$ cat config.mk
export PLATFORM = sky130hd
export DESIGN_NAME = pwm_deadtime_flat
export DESIGN_NICKNAME = d
export VERILOG_FILES = /design/src/rtl/pwm_deadtime_if.sv /design/src/rtl/pwm_deadtime.sv /design/src/flat_wrapper.sv
export SDC_FILE = /design/constraint.sdc
export NUM_CORES = 1
export LEC_CHECK = 0
export BUFFER_PORTS_ARGS = -buffer_cell sky130_fd_sc_hd__clkbuf_2
export CORE_MARGIN = 5
export CORE_UTILIZATION = 30
export CTS_CLUSTER_SIZE = 20
export DETAILED_ROUTE_END_ITERATION = 6
export PLACE_DENSITY_LB_ADDON = 0.12
export SYNTH_ARGS = -nofsm -noshare
export SYNTH_HDL_FRONTEND = slang
export SYNTH_SLANG_ARGS = --single-unit
$ cat constraint.sdc
create_clock -name apb_pclk -period 2.8 [get_ports apb_pclk]
set_input_delay 0.42 -clock apb_pclk [delete_from_list [all_inputs] [get_ports apb_pclk]]
set_output_delay 0.42 -clock apb_pclk [all_outputs]
set_load 0.05 [all_outputs]
$ cat src/rtl/pwm_deadtime_if.sv
// APB register-window bundle between the bus master and the dead-time gate driver.
interface pwm_deadtime_if #(
  parameter int ADDR_APB = 8,
  parameter int DATA_APB = 32
);
  logic                apb_psel;
  logic [ADDR_APB-1:0] apb_paddr;
  logic                apb_pwrite;
  logic                apb_penable;
  logic [DATA_APB-1:0] apb_pwdata;
  logic [DATA_APB-1:0] apb_prdata;

  modport master (
    output apb_psel, apb_paddr, apb_pwrite, apb_penable, apb_pwdata,
    input  apb_prdata
  );

  modport slave (
    input  apb_psel, apb_paddr, apb_pwrite, apb_penable, apb_pwdata,
    output apb_prdata
  );
endinterface

$ cat src/rtl/pwm_deadtime.sv
// Complementary gate driver: dead-time insertion, short-pulse swallowing, latched fault shutdown.
// pwm_in sampled at edge k turns the old side off at k and the new side on at k+DT; fault pin to gates low in 3 edges; no backpressure.
module pwm_deadtime #(
  parameter int ADDR_APB = 8,
  parameter int DATA_APB = 32,
  parameter int DT_W     = 16
) (
  input  logic          apb_pclk,
  input  logic          apb_prst,
  pwm_deadtime_if.slave apb,
  input  logic          pwm_in,
  input  logic          fault,
  output logic          pwm_h,
  output logic          pwm_l,
  output logic          fault_irq
);

  localparam logic [7:0]      ADDR_CTRL   = 8'h40;
  localparam logic [7:0]      ADDR_DT     = 8'h44;
  localparam logic [7:0]      ADDR_STATUS = 8'h48;
  localparam logic [DT_W-1:0] CNT_ONE     = DT_W'(1);
  localparam logic [DT_W-1:0] CNT_ZERO    = '0;

  // One-hot so that the L_ON and H_ON bits can drive the gates directly.
  typedef enum logic [5:0] {
    ST_OFF    = 6'b000001,
    ST_DEAD_L = 6'b000010,
    ST_L_ON   = 6'b000100,
    ST_DEAD_H = 6'b001000,
    ST_H_ON   = 6'b010000,
    ST_FAULT  = 6'b100000
  } state_t;

  state_t              state_q;
  logic [DT_W-1:0]     cnt_q;
  logic [DT_W-1:0]     dt_q;
  logic                en_q;
  logic                fie_q;
  logic                fault_q;
  logic                from_h_q;
  logic                fault_m;
  logic                fault_s;
  logic [2:0]          state_code;
  logic [ADDR_APB-1:0] addr;
  logic [7:0]          reg_addr;
  logic                wr_en;
  logic                rd_setup;
  logic                fclr_wr;
  logic [DATA_APB-1:0] rd_mux;
  logic [DATA_APB-1:0] prdata_q;
  logic                unused_wdata;

  assign addr         = apb.apb_paddr;
  assign reg_addr     = addr[7:0];
  assign wr_en        = apb.apb_psel & apb.apb_penable & apb.apb_pwrite;
  assign rd_setup     = apb.apb_psel & ~apb.apb_penable & ~apb.apb_pwrite;
  assign fclr_wr      = wr_en && (reg_addr == ADDR_CTRL) && apb.apb_pwdata[1];
  assign unused_wdata = ^apb.apb_pwdata[DATA_APB-1:DT_W];

  assign pwm_l     = state_q[2];
  assign pwm_h     = state_q[4];
  assign fault_irq = fault_q & fie_q;

  assign apb.apb_prdata = prdata_q;

  always_comb begin
    state_code = 3'd0;
    case (state_q)
      ST_OFF:    state_code = 3'd0;
      ST_DEAD_L: state_code = 3'd1;
      ST_L_ON:   state_code = 3'd2;
      ST_DEAD_H: state_code = 3'd3;
      ST_H_ON:   state_code = 3'd4;
      ST_FAULT:  state_code = 3'd5;
      default:   state_code = 3'd7;
    endcase
  end

  always_comb begin
    rd_mux = '0;
    case (reg_addr)
      ADDR_CTRL:   rd_mux = DATA_APB'({fie_q, 1'b0, en_q});
      ADDR_DT:     rd_mux = DATA_APB'(dt_q);
      ADDR_STATUS: rd_mux = DATA_APB'({state_code, pwm_l, pwm_h, fault_q});
      default:     rd_mux = '0;
    endcase
  end

  always_ff @(posedge apb_pclk or posedge apb_prst) begin
    if (apb_prst) begin
      en_q     <= 1'b0;
      fie_q    <= 1'b0;
      dt_q     <= '0;
      prdata_q <= '0;
    end else begin
      if (wr_en) begin
        case (reg_addr)
          ADDR_CTRL: begin
            en_q  <= apb.apb_pwdata[0];
            fie_q <= apb.apb_pwdata[2];
          end
          ADDR_DT: dt_q <= apb.apb_pwdata[DT_W-1:0];
          default: ;
        endcase
      end
      // Data is captured in the setup phase and held through the access phase.
      if (rd_setup) begin
        prdata_q <= rd_mux;
      end
    end
  end

  always_ff @(posedge apb_pclk or posedge apb_prst) begin
    if (apb_prst) begin
      fault_m <= 1'b0;
      fault_s <= 1'b0;
    end else begin
      fault_m <= fault;
      fault_s <= fault_m;
    end
  end

  always_ff @(posedge apb_pclk or posedge apb_prst) begin
    if (apb_prst) begin
      state_q  <= ST_OFF;
      cnt_q    <= '0;
      from_h_q <= 1'b0;
      fault_q  <= 1'b0;
    end else if (fault_s) begin
      state_q <= ST_FAULT;
      fault_q <= 1'b1;
    end else if (state_q == ST_FAULT) begin
      if (fclr_wr) begin
        fault_q <= 1'b0;
        state_q <= ST_OFF;
      end
    end else if (!en_q) begin
      state_q <= ST_OFF;
    end else begin
      case (state_q)
        ST_OFF: begin
          from_h_q <= 1'b0;
          cnt_q    <= dt_q;
          state_q  <= (dt_q == CNT_ZERO) ? ST_L_ON : ST_DEAD_L;
        end
        ST_DEAD_L: begin
          // Returning to H is safe mid-gap only if H was the side that just turned off.
          if (from_h_q && pwm_in) begin
            state_q <= ST_H_ON;
          end else if (cnt_q <= CNT_ONE) begin
            state_q <= pwm_in ? ST_H_ON : ST_L_ON;
          end else begin
            cnt_q <= cnt_q - CNT_ONE;
          end
        end
        ST_L_ON: begin
          if (pwm_in) begin
            cnt_q   <= dt_q;
            state_q <= (dt_q == CNT_ZERO) ? ST_H_ON : ST_DEAD_H;
          end
        end
        ST_DEAD_H: begin
          if (!pwm_in) begin
            state_q <= ST_L_ON;
          end else if (cnt_q <= CNT_ONE) begin
            state_q <= ST_H_ON;
          end else begin
            cnt_q <= cnt_q - CNT_ONE;
          end
        end
        ST_H_ON: begin
          if (!pwm_in) begin
            from_h_q <= 1'b1;
            cnt_q    <= dt_q;
            state_q  <= (dt_q == CNT_ZERO) ? ST_L_ON : ST_DEAD_L;
          end
        end
        default: state_q <= ST_OFF;
      endcase
    end
  end

endmodule

$ cat src/flat_wrapper.sv
// flat-port wrapper written by rule: the top's interface ports become plain ports
module pwm_deadtime_flat 
#(
  parameter int ADDR_APB = 8,
  parameter int DATA_APB = 32,
  parameter int DT_W     = 16
)
  (apb_pclk, apb_prst, pwm_in, fault, pwm_h, pwm_l, fault_irq, apb_apb_psel, apb_apb_paddr, apb_apb_pwrite, apb_apb_penable, apb_apb_pwdata, apb_apb_prdata);
  pwm_deadtime_if #(.ADDR_APB(ADDR_APB), .DATA_APB(DATA_APB)) apb_i ();
  input  logic apb_pclk;
  input  logic apb_prst;
  input  logic pwm_in;
  input  logic fault;
  output logic pwm_h;
  output logic pwm_l;
  output logic fault_irq;
  input wire logic [$bits(apb_i.apb_psel)-1:0] apb_apb_psel;
  input wire logic [$bits(apb_i.apb_paddr)-1:0] apb_apb_paddr;
  input wire logic [$bits(apb_i.apb_pwrite)-1:0] apb_apb_pwrite;
  input wire logic [$bits(apb_i.apb_penable)-1:0] apb_apb_penable;
  input wire logic [$bits(apb_i.apb_pwdata)-1:0] apb_apb_pwdata;
  output wire logic [$bits(apb_i.apb_prdata)-1:0] apb_apb_prdata;
  assign apb_i.apb_psel = apb_apb_psel;
  assign apb_i.apb_paddr = apb_apb_paddr;
  assign apb_i.apb_pwrite = apb_apb_pwrite;
  assign apb_i.apb_penable = apb_apb_penable;
  assign apb_i.apb_pwdata = apb_apb_pwdata;
  assign apb_apb_prdata = apb_i.apb_prdata;
  pwm_deadtime #(.ADDR_APB(ADDR_APB), .DATA_APB(DATA_APB), .DT_W(DT_W)) u_core (.apb_pclk(apb_pclk), .apb_prst(apb_prst), .apb(apb_i), .pwm_in(pwm_in), .fault(fault), .pwm_h(pwm_h), .pwm_l(pwm_l), .fault_irq(fault_irq));
endmodule
=== After elaboration in Yosys (flattened, before gate mapping) ===
Cells that the tools add are included.

* Bits in registers: 76
* Latch bits: 0
* RAM bits: 0
* Memory bits (read-only): 0
* Input bits: 47
* Output and inout port bits: 35
* Word-level logic and storage cells: 80
* Memories kept: 0

* Add/subtract/negate cells: 1
* Multiply operators: 0
* Divide/modulo/power cells: 0
* Magnitude comparators: 1
* Equality and inequality tests: 18
* Shifts and indexed selects: 0
* Multiplexer cells: 27
* Bitwise operators: 9
* Reduce and logical (&&, ||, !) cells: 14

{| class="wikitable"
|+ Operators by type and width
! operator !! number
|-
| two-way mux 16 bit || 5
|-
| one-hot mux 16 bit (5 select lines) || 1
|-
| two-way mux 6 bit || 10
|-
| one-hot mux 16 bit (3 select lines) || 1
|-
| one-hot mux 6 bit (5 select lines) || 1
|-
| equality test 8 x 7 -> 1 bit, second input constant || 3
|-
| one-hot mux 3 bit (6 select lines) || 1
|-
| <= comparator 16 x 1 -> 1 bit, second input constant || 1
|-
| zero test 16 bit || 1
|-
| subtractor 16 x 1 -> 16 bit, second input constant || 1
|-
| inequality test 6 bit, second input constant || 2
|-
| two-way mux 5 bit || 2
|-
| inequality test 5 bit, second input constant || 2
|-
| AND reduction 5 bit || 2
|-
| inequality test 2 bit, second input constant || 4
|-
| AND reduction 8 bit || 1
|-
| equality test 6 x 1 -> 1 bit, second input constant || 1
|-
| equality test 6 x 2 -> 1 bit, second input constant || 1
|-
| equality test 6 x 3 -> 1 bit, second input constant || 1
|-
| equality test 6 x 4 -> 1 bit, second input constant || 1
|-
| equality test 6 x 5 -> 1 bit, second input constant || 1
|-
| equality test 6 bit, second input constant || 1
|-
| AND reduction 2 bit || 3
|-
| nonzero test 2 bit || 3
|-
| 8 further kinds || 20
|}

=== Longest topological paths before layout ===
* Word-level depth: 7
* Mapped depth: 9
* Gate-level depth less buffers: 7

=== Worst setup path after synthesis ===
OpenSTA, ideal clock, no wires.

* Path type: reg-to-reg
* From: register u_core.state_q[4]
* To: register u_core.state_q[2]
* Setup time: 79 ps
* Arrival time: 2,345 ps
* Required time: 2,721 ps
* Setup slack: 376 ps
* Cell stages (with the launch flop): 7
* Buffers on the path: 1
* Clock period less this slack: 2,424 ps
* Cell sequence: dfrtp_1 or2_4 or4_1 buf_2 o2111a_2 a221oi_4 mux2i_1

* Word-level cells in the longest chain between the ends: 5
* Elaborated cells on any way between the ends: 16
* Classes of those cells: eq/ne: 11; mux: 4; reduce/logical: 1

{| class="wikitable"
|+ RTL lines
! element !! line !! source
|-
| from (decl) || pwm_deadtime.sv:34 || <nowiki>state_t state_q;</nowiki>
|-
| from (signal assigned) || pwm_deadtime.sv:144 || <nowiki>state_q <= (dt_q == CNT_ZERO) ? ST_L_ON : ST_DEAD_L;</nowiki>
|-
| from (signal assigned) || pwm_deadtime.sv:151 || <nowiki>state_q <= pwm_in ? ST_H_ON : ST_L_ON;</nowiki>
|-
| from (signal assigned) || pwm_deadtime.sv:159 || <nowiki>state_q <= (dt_q == CNT_ZERO) ? ST_H_ON : ST_DEAD_H;</nowiki>
|-
| equality test 6 x 5 -> 1 bit (tied with other cells) || pwm_deadtime.sv:140 || <nowiki>case (state_q)</nowiki>
|-
| one-hot mux 6 bit (5 select lines) || pwm_deadtime.sv:140 ||
|-
| two-way mux 6 bit || pwm_deadtime.sv:137 || <nowiki>end else if (!en_q) begin</nowiki>
|-
| two-way mux 6 bit || pwm_deadtime.sv:132 || <nowiki>end else if (state_q == ST_FAULT) begin</nowiki>
|-
| two-way mux 6 bit || pwm_deadtime.sv:129 || <nowiki>end else if (fault_s) begin</nowiki>
|}

Parallel ways exist; a longest one is shown, timed or not.
A chain may end at the register's enable or synchronous reset.

=== Worst setup path in the final report ===
* From: register u_core.state_q[5]
* To: register u_core.state_q[2]

The elaborated chain is that of the path after synthesis.

==> flow_metrics.env <==
export IMPL_cts_sinks=60
export IMPL_dieArea_sq_um=13100
export IMPL_drt_iter0_markers=178
export IMPL_ios=82
export IMPL_ctsHoldBuffers=0
export IMPL_yosysMostFrequentCell="dfrtp_1"
export IMPL_drv_slew=0
export IMPL_synth_top_family_by_area="compound AO/OA/AOI/OAI gates"
export IMPL_startpoint="u_core.state_q[5]$_DFFE_PP0P_"
export IMPL_p_per_area_nw_per_um2=493
export IMPL_cp_max_fo=11
export IMPL_n_antenna_cell=0
export IMPL_cts_buffers=9
export IMPL_yosys_register_bits=60
export IMPL_synth_largest_area_cell="dfrtp_1"
export IMPL_syn_avg_cell_area_sq_um=9.70
export IMPL_num_vias=2729
export IMPL_synth_compound_area_share_pct=19.4
export IMPL_worst_ep_required_time_ns=3.05
export IMPL_place_congestion=0.782
export IMPL_fmax_ghz=0.413
export IMPL_drcViolationCount=0
export IMPL_hold_violations=0
export IMPL_synth_common_cells="59 x dfrtp_1, 25 x nor2_1, 21 x a21oi_1"
export IMPL_nets=436
export IMPL_synth_cell_types=50
export IMPL_crit_path_end_kind="flop"
export IMPL_synth_enable_flop_cells=0
export IMPL_die_w_microns=115
export IMPL_cp_slowest_stage_delay_ns=0.58
export IMPL_hold_path_class="in -> async"
export IMPL_ys_seq_area_share_pct=45.8
export IMPL_startpoint_type="flop"
export IMPL_setup_violations=0
export IMPL_postSynthCellCount=338
export IMPL_clk_path_buf_depth=2
export IMPL_cpMaxStageDelayCell="or4_1"
export IMPL_post_route_min_period_ns=2.42
export IMPL_synthSimpleGateAreaFrac_pct=17.7
export IMPL_antenna_found_initial=0
export IMPL_drt_pass1_iterations=4
export IMPL_synth_area_leaders="dfrtp_1 45%, mux2_2 6.2%, a22o_1 4.0%"
export IMPL_dp_final_hpwl_microns=6290
export IMPL_grt_pass1_vias=2710
export IMPL_power_uw=1900
export IMPL_ant_nets=0
export IMPL_rsz0062_at_grt="no"
export IMPL_worstSkewPairLatency_ns=0.34
export IMPL_post_route_util_pct=35.7
export IMPL_synthArstFlopShare_pct=100
export IMPL_reg2reg_from="u_core.state_q[5]$_DFFE_PP0P_"
export IMPL_h_tree_depth=3
export IMPL_worst_setup_path_type="reg -> reg"
export IMPL_ir_drop_mv=0.226
export IMPL_grt_overflow_total=0
export IMPL_post_cts_resized=0
export IMPL_row_count=38
export IMPL_status="completed"
export IMPL_synthFlopType="dfrtp_1"
export IMPL_grt_max_degree=36
export IMPL_maxCapViolCount=0
export IMPL_yosysTopAreaCellShare_pct=45.0
export IMPL_core_area_sq_um=10800
export IMPL_die_h_microns=115
export IMPL_grt_usage_pct=14.0
export IMPL_final_cells=532
export IMPL_worstPathCellList="or2_4 -> or4_1 -> o2111a_2 -> a221oi_4 -> mux2i_1"
export IMPL_synthAdderAreaFrac_pct=0.763
export IMPL_place_inst=516
export IMPL_p_leak_uw=0.00178
export IMPL_cts_root_buf="clkbuf_8"
export IMPL_clk_pin_slew_worst_paths_ns=0.08
export IMPL_grt_pass1_wl_microns=14600
export IMPL_synth_xor_area_share_pct=1.34
export IMPL_cts_setup_buffers=0
export IMPL_fin_worst_skew_ns=0.0135
export IMPL_yosys_warnings=0
export IMPL_start_util_pct=30.4
export IMPL_routed_wl_microns=8760
export IMPL_critPathArrivalTime_ns=2.68
export IMPL_wire_per_inst_microns=16.5
export IMPL_fin_setup_tns_ns=0
export IMPL_slew_headroom_pct=50.9
export IMPL_via_per_inst=5.13
export IMPL_port_buffers=49
export IMPL_tritoncts="yes"
export IMPL_fin_crit_sh_pct=86.6
export IMPL_nFillCells=1097
export IMPL_synthToLayoutAreaGrowth_pct=17.5
export IMPL_syn_area_sq_um=3280
export IMPL_drive_above_1_share_pct=25.5
export IMPL_tightest_slew_ns=0.735
export IMPL_post_synth_mux_area_share_pct=7.40
## where the power goes
group,switching (uW),internal [uW],leakage [uW]
logic,120,51.1,0.000898
clock network,387,443,0.0000995
registers,19.9,880,0.000780
total,527,1370,0.00178
## critical path: cells and delay by family (launching register included)
family	cells	cell delay (ns)
compound gates	2	0.69
mux	1	0.23
flops	1	0.52
simple gates	2	0.90
## worst paths after layout
check	end	slack, ns	depth (start not counted)
setup / recovery	u_core.state_q[2]$_DFFE_PP0P_	0.38	5
hold / removal	u_core.fault_m$_DFF_PP0_	0.12	2
setup reg to reg	u_core.state_q[2]$_DFFE_PP0P_	0.38	5
hold reg to reg	u_core.fault_s$_DFF_PP0_	0.36	0
max in group asynchronous	u_core.dt_q[13]$_DFFE_PP0P_	2.07	3
min in group apb_pclk	u_core.fault_m$_DFF_PP0_	0.18	1
## registers in the layout (all words and copies together), names as in the netlist
register	flops
u_core.apb.apb_prdata	16
u_core.cnt_q	16
u_core.dt_q	16
u_core.state_q	6
u_core.en_q	1
u_core.fault_m	1
u_core.fault_q	1
u_core.fault_s	1
u_core.fie_q	1
u_core.from_h_q	1
## placed cells by master, fill, tap and decap left out, types with 3 or more instances in the layout
cell type	Yosys	final
inv_1	11	10
nand3b_1	3	3
a22o_1	15	15
xnor2_1	3	3
a22oi_1	6	6
nor4_1	9	9
nor2_1	25	25
nor2b_1	6	6
dfrtp_1	59	59
nand2_1	18	18
mux2i_1	4	4
nor3_1	11	11
o21ai_0	17	17
a21oi_1	21	21
clkbuf_8	0	10
nand3_1	12	12
a31oi_1	3	3
mux2_2	18	18
o22a_1	3	3
buf_4	16	8
conb_1	1	16
or3_1	4	4
or4_1	4	4
o211ai_1	3	3
clkbuf_2	0	49
o22ai_1	8	8
## per-stage QoR
stage / worst slack [ns] / hold slack, ns / cell area [sq um]
final: 0.376 / 0.120 / 3850
after global routing: 0.247 / 0.161 / 3850
after CTS: 0.345 / 0.132 / 3850
after detailed placement: 0.397 / 0.339 / 3640
after global placement: 0.453 / 0.335 / 3640
after floorplan: 0.376 / 0.331 / 3340
## layer usage
layer	global-route usage [%]	wire length [microns]
met1	21.0	4400
met2	19.8	3790
met3	2.80	508
met4	4.99	67
met5	0	0
## cell families (layout without fill, tap and decap cells)
kind of cell / count (synthesis) / count (layout)
AND/OR/NAND/NOR: 110 / 110
AO/OA/AOI/OAI: 92 / 92
adder cells (fa/ha/maj): 2 / 2
flip-flops: 60 / 60
other: 1 / 16
multiplexers: 22 / 22
XOR/XNOR: 5 / 5
buffers and inverters: 46 / 85
## layout make-up
type	instances	area (sq um)	area share, %
clock buffers	10	138	3.57
flip-flops and latches	60	1500	39.0
clock inverters	6	71.3	1.85
well taps	140	175	4.55
repair buffers	58	325	8.44
inverters	11	41.3	1.07
multi-input cells	247	1600	41.5
No activity file was read; power rests on OpenSTA's default activity.
